### config.mk
export PLATFORM = sky130hd
export DESIGN_NAME = lcd_cmd_sched
export DESIGN_NICKNAME = d
export VERILOG_FILES = /design/src/rtl/lcd_cmd_sched.sv
export SDC_FILE = /design/constraint.sdc
export NUM_CORES = 1
export LEC_CHECK = 0
export CORE_MARGIN = 3
export CORE_UTILIZATION = 50
export CTS_CLUSTER_SIZE = 24
export DETAILED_ROUTE_END_ITERATION = 8
export PLACE_DENSITY_LB_ADDON = 0.08
export RECOVER_POWER = 100
export SLEW_MARGIN = 20
export SYNTH_ARGS = -nofsm -noshare
export SYNTH_HDL_FRONTEND = slang
export SYNTH_SLANG_ARGS = --single-unit
### constraint.sdc
create_clock -name clk -period 2.65 [get_ports clk]
set_clock_uncertainty 0.1 [all_clocks]
set_input_delay 0.53 -clock clk [delete_from_list [all_inputs] [get_ports clk]]
set_output_delay 0.53 -clock clk [all_outputs]
set_load 0.05 [all_outputs]
### src/rtl/lcd_cmd_sched.sv
// lcd_cmd_sched: queues host opcodes for the 8x8 LCD image engine, issues one
// per engine busy-low window, seals on WRITE and reports issue/err/timeout status.
// Ports: clk; reset (async, active-low); host_cmd/host_valid/host_ready (host push);
//   busy/done (engine status); cmd/cmd_valid (issue strobe to engine);
//   issued_cnt, err, timeout, seq_done (sequence status).
module lcd_cmd_sched #(
  parameter int DEPTH   = 8,
  parameter int PTR_W   = 3,
  parameter int TIMEOUT = 255
) (
  input  logic       clk,
  input  logic       reset,
  input  logic [3:0] host_cmd,
  input  logic       host_valid,
  output logic       host_ready,
  input  logic       busy,
  input  logic       done,
  output logic [3:0] cmd,
  output logic       cmd_valid,
  output logic [7:0] issued_cnt,
  output logic       err,
  output logic       timeout,
  output logic       seq_done
);

  typedef enum logic [2:0] {
    S_WAIT_LO,
    S_ISSUE,
    S_WAIT_HI,
    S_DRAIN,
    S_FIN
  } state_e;

  localparam logic [PTR_W:0] FULL_CNT = (PTR_W+1)'(DEPTH);
  localparam logic [7:0]     WD_LAST  = 8'(TIMEOUT - 1);

  state_e state_q, state_d;

  logic [3:0]       mem_q [DEPTH];
  logic [PTR_W-1:0] wr_ptr_q, wr_ptr_d;
  logic [PTR_W-1:0] rd_ptr_q, rd_ptr_d;
  logic [PTR_W:0]   count_q, count_d;

  logic       sealed_q, sealed_d;
  logic       alive_q;
  logic       err_q, err_d;
  logic       to_q, to_d;
  logic [7:0] wd_q, wd_d;
  logic [7:0] issued_q, issued_d;
  logic [3:0] cmd_q, cmd_d;
  logic       cv_q, cv_d;

  logic       full;
  logic       empty;
  logic       push;
  logic       legal;
  logic       wr;
  logic       pop;
  logic       wd_tick;
  logic       wd_trip;
  logic [3:0] head;

  assign full  = (count_q == FULL_CNT);
  assign empty = (count_q == '0);
  assign head  = mem_q[rd_ptr_q];

  // alive_q keeps host_ready low while reset is held
  assign host_ready = alive_q && !full && !sealed_q
                   && (state_q != S_FIN);

  assign push  = host_valid && host_ready;
  assign legal = (host_cmd < 4'd12);
  assign wr    = push && legal;

  // FIFO bookkeeping
  always_comb begin
    wr_ptr_d = wr ? wr_ptr_q + 1'b1 : wr_ptr_q;
    rd_ptr_d = pop ? rd_ptr_q + 1'b1 : rd_ptr_q;
    count_d  = count_q;
    unique case (1'b1)
      (wr && !pop): count_d = count_q + 1'b1;
      (!wr && pop): count_d = count_q - 1'b1;
      default:      count_d = count_q;
    endcase
    sealed_d = sealed_q || (wr && host_cmd == 4'd0);
    err_d    = err_q || (push && !legal);
  end

  // watchdog counts engine-stall cycles for the command in flight
  always_comb begin
    wd_tick = 1'b0;
    unique case (state_q)
      S_WAIT_LO, S_WAIT_HI: wd_tick = busy;
      S_DRAIN:              wd_tick = !done;
      default:              wd_tick = 1'b0;
    endcase
    wd_trip = wd_tick && (wd_q == WD_LAST);
  end

  always_comb begin
    state_d  = state_q;
    cv_d     = 1'b0;
    cmd_d    = cmd_q;
    pop      = 1'b0;
    issued_d = issued_q;
    to_d     = to_q;
    wd_d     = wd_tick ? wd_q + 8'd1 : wd_q;
    unique case (state_q)
      S_WAIT_LO: begin
        if (wd_trip) begin
          to_d    = 1'b1;
          state_d = S_FIN;
        end else if (!busy && !empty) begin
          cv_d    = 1'b1;
          cmd_d   = head;
          state_d = S_ISSUE;
        end
      end
      S_ISSUE: begin
        pop      = 1'b1;
        wd_d     = 8'd0;
        issued_d = (issued_q == 8'hFF) ? issued_q
                                       : issued_q + 8'd1;
        state_d  = (head == 4'd0) ? S_DRAIN : S_WAIT_HI;
      end
      S_WAIT_HI: begin
        if (wd_trip) begin
          to_d    = 1'b1;
          state_d = S_FIN;
        end else if (busy) begin
          state_d = S_WAIT_LO;
        end
      end
      S_DRAIN: begin
        if (done) begin
          state_d = S_FIN;
        end else if (wd_trip) begin
          to_d    = 1'b1;
          state_d = S_FIN;
        end
      end
      S_FIN: begin
        state_d = S_FIN;
        wd_d    = wd_q;
      end
      default: state_d = S_WAIT_LO;
    endcase
  end

  always_ff @(posedge clk or negedge reset) begin
    if (!reset) begin
      state_q  <= S_WAIT_LO;
      wr_ptr_q <= '0;
      rd_ptr_q <= '0;
      count_q  <= '0;
      sealed_q <= 1'b0;
      alive_q  <= 1'b0;
      err_q    <= 1'b0;
      to_q     <= 1'b0;
      wd_q     <= 8'd0;
      issued_q <= 8'd0;
      cmd_q    <= 4'd0;
      cv_q     <= 1'b0;
    end else begin
      state_q  <= state_d;
      wr_ptr_q <= wr_ptr_d;
      rd_ptr_q <= rd_ptr_d;
      count_q  <= count_d;
      sealed_q <= sealed_d;
      alive_q  <= 1'b1;
      err_q    <= err_d;
      to_q     <= to_d;
      wd_q     <= wd_d;
      issued_q <= issued_d;
      cmd_q    <= cmd_d;
      cv_q     <= cv_d;
    end
  end

  // storage needs no reset: pointers and count define validity
  always_ff @(posedge clk) begin
    if (wr) mem_q[wr_ptr_q] <= host_cmd;
  end

  assign cmd        = cmd_q;
  assign cmd_valid  = cv_q;
  assign issued_cnt = issued_q;
  assign err        = err_q;
  assign timeout    = to_q;
  assign seq_done   = (state_q == S_FIN);

endmodule

==> results.toml <==
[status]
status = "complete, but fails checks"
violations = "capacitance limit, slew limit"

[global_routing]
grt_max_degree = 39
grt_overflow = 0
grt_use_total = 0.166
grt_pass1_wl_um = 9250
antenna_found_initial = 0
first_global_vias = 1864

[die]
start_util = 0.526
die_h_um = 85.6
die-area_um2 = 7320
core_area_um2 = 6030
fp.dieW_um = 85.6
io_pins = 26
rows = 28

[routing]
first_iter_violations = 84
drc = 0
wl_met2_um = 2450
routed_wl_um = 5510
wl_met3_um = 167
top_layer = "met4"
post_drt_wl_per_cell_um = 15.7
vias = 1864
via_per_inst = 5.33
ant_nets = 0
first_pass_iters = 4
wl_met1_um = 2790

[clock_network]
cts_tree = "yes"
ctsHoldBuffers = 0
clkSinkCount = 70
htree_levels = 3
clk_pin_slew_worst_paths_ns = 0.07
cts_made_buffers = 9
ctsRootBufferMaster = "clkbuf_8"
clk-insertion-delay-late_ns = 0.33
cts_buffer_depth = 2

[synthesis]
synthFlopType = "dfrtp_1"
synthMuxAreaShare = 0.103
syn_nets = 241
netlist_area_um2 = 3170
avgSynthCellArea_um2 = 14.1
postSynthCellCount = 224
synth.top_cells.by_area = "edfxtp_1, dfrtp_1, mux4_2"
async_flop_share = 0.543
yosysUniqueCellTypes = 52
synth.ff_latch_count = 70
synthSimpleGateAreaFrac = 0.113
yosysTopAreaCell = "edfxtp_1"
synth_compound_area_frac = 0.0699
synth_top_family_by_area = "simple AND/OR/NAND/NOR gates"
yosys_warnings = 0
synth_edf_count = 32
synth_top_area_share = 0.303
synthAdderAreaFrac = 0.0316
ys_seq_area_frac = 0.604
synth_xor_xnor_area_share = 0.0525

[critical_path]
worstPathRequired_ns = 2.76
critPathKind = "input pin to flip-flop"
start_kind = "input pin"
reg2reg_depth = 9
arrival_ns = 2.58
worstSetupEndpointType = "flip-flop"
critPathMaxFanout = 3

[final_layout]
final_area_um2 = 3730
area_delta_synth_final_pct = 17.9
final_cells = 350
antenna_cells = 0
layout-drive-gt1-share = 0.145
fillers = 477
nets = 287

[sta]
rsz0062_at_grt = "false"
period_needed_ns = 2.47
clock.fmax_mhz = 405
report.final.slew_viol_count = 39
fin_tns_setup_ns = 0
worstMarginPinSlew_ns = 2.01
finalCritPeriodShare = 0.932
finalHoldViolCount = 0
maxSlewHeadroom = -0.343
setup_violations = 0

[pwr]
ir_worst_vdd_mv = 0.606
seqPwrFrac = 0.408
combPwrFrac = 0.395
p_sw_mw = 1.57
clkPwrFrac = 0.197
switching_share = 0.385
powerDensity_nw_per_um2 = 1090
intPower_mw = 2.51
p_leak_nw = 1.49

[worst_hold_path]
whs_path_depth = 1
min_path_type = "flip-flop to flip-flop"

[job]
cap_violations = 1

[place]
post-place-cells = 334
io_buffers = 25
dp_hpwl_um = 3890
placed_area_um2 = 3600
gp_congestion = 0.745
## Yosys cell counts (all sizes together), types with 2 or more instances
| cell | count |
|---|---|
| a2111oi | 3 |
| a211oi | 5 |
| a21oi | 4 |
| a31oi | 2 |
| and2 | 3 |
| buf | 7 |
| dfrtp | 38 |
| edfxtp | 32 |
| ha | 8 |
| inv | 7 |
| mux2 | 7 |
| mux2i | 6 |
| mux4 | 8 |
| nand2 | 15 |
| nand2b | 5 |
| nand3 | 5 |
| nand3b | 4 |
| nand4 | 5 |
| nor2 | 14 |
| nor3 | 4 |
| nor3b | 2 |
| o21ai | 2 |
| or2 | 2 |
| xnor2 | 14 |
| xor2 | 5 |
## stage by stage
stage,power (mW),hold slack [ns],worst slack (ns),utilization
2_1_floorplan,2.90,0.134,0.118,-
3_3_place_gp,3.36,0.335,-0.0509,0.597
3_5_place_dp,3.40,0.340,-0.0998,0.597
4_1_cts,4.21,0.229,0.241,0.629
5_1_grt,4.35,0.382,0.0381,0.619
6_report,4.08,0.354,0.181,0.619
## state kept, by name, indices dropped and copies added (netlist names), 3 cells and up
register,count
cmd,4
count_q,4
issued_cnt,8
mem_q,32
rd_ptr_q,3
state_q,3
wd_q,8
wr_ptr_q,3
## worst max-delay path, stage by stage
cell and delay [ns]:
dlygate4sd3_1 0.52, inv_1 0.06, a2111oi_4 0.28, nand2_1 0.15, ha_1 0.23, xor2_1 0.15
ha_1 0.18, a21oi_1 0.14, xor2_1 0.15, nor2_1 0.06, xor2_1 0.14
## final timing paths
kind | slack, ns | endpoint | startpoint
max in group asynchronous | 0.63 | alive_q$_DFF_PN0_ | reset
setup reg to reg | 0.26 | count_q[3]$_DFFE_PN0P_ | count_q[2]$_DFFE_PN0P_
hold / removal | 0.35 | sealed_q$_DFF_PN0_ | sealed_q$_DFF_PN0_
hold reg to reg | 0.35 | sealed_q$_DFF_PN0_ | sealed_q$_DFF_PN0_
setup / recovery | 0.18 | count_q[2]$_DFFE_PN0P_ | host_valid
min in group asynchronous | 0.66 | wd_q[4]$_DFFE_PN0P_ | reset
## layout make-up
class | instances | area (µm²) | area share
multi-input combinational | 139 | 1170 | 0.314
sequential | 70 | 1910 | 0.512
clock inverter | 4 | 30.0 | 0.00805
inverter | 7 | 26.3 | 0.00704
tap | 75 | 93.8 | 0.0251
clock buffer | 12 | 165 | 0.0443
timing repair buffer | 43 | 334 | 0.0895
## layer usage
layer  track usage  up-vias
met3        0.0317       11
met1         0.240      895
met5             0        -
li1              -      924
met4        0.0734        0
met2         0.246       34
## cell usage in the layout, fill, tap and decap left out, types with 2 or more instances in the layout
cell           instances
dfrtp_1               38
mux2_1                 2
mux4_2                 6
mux2_2                 5
a211oi_1               5
inv_1                  7
a2111oi_0              2
xor2_1                 5
a21oi_1                4
edfxtp_1              32
mux2i_1                6
nand3_1                5
nor3_1                 4
xnor2_1               14
clkbuf_8              12
and2_1                 3
ha_1                   8
a31oi_1                2
nor2_1                14
o21ai_0                2
nand3b_1               3
nand2_1               15
mux4_1                 2
dlygate4sd3_1         22
nand4_1                5
clkbuf_1              12
nand2b_1               5
buf_4                  8
clkinv_4               2
## kinds of logic (layout without fill, tap and decap cells)
family	after synthesis	in the layout
other cells	1	1
flops	70	70
mux	21	21
xor+xnor	19	19
fa+ha+maj	8	8
simple gates	65	65
compound gates	25	25
buf+inv	15	66
## power by group through the flow
stage / logic [mW] / clock network [mW] / registers (mW)
finish: 1.61 / 0.805 / 1.67
global route: 1.77 / 0.874 / 1.71
CTS: 1.71 / 0.834 / 1.67
detailed placement: 1.71 / 0 / 1.69
global placement: 1.68 / 0 / 1.68
floorplan: 1.03 / 0 / 1.87
## timing repair
action                                  CTS  global route
gates resized for setup                   1             0
setup buffers                             0             0
endpoints found under the setup margin    1             0
Note: power is estimated with default switching activity, not from simulation.
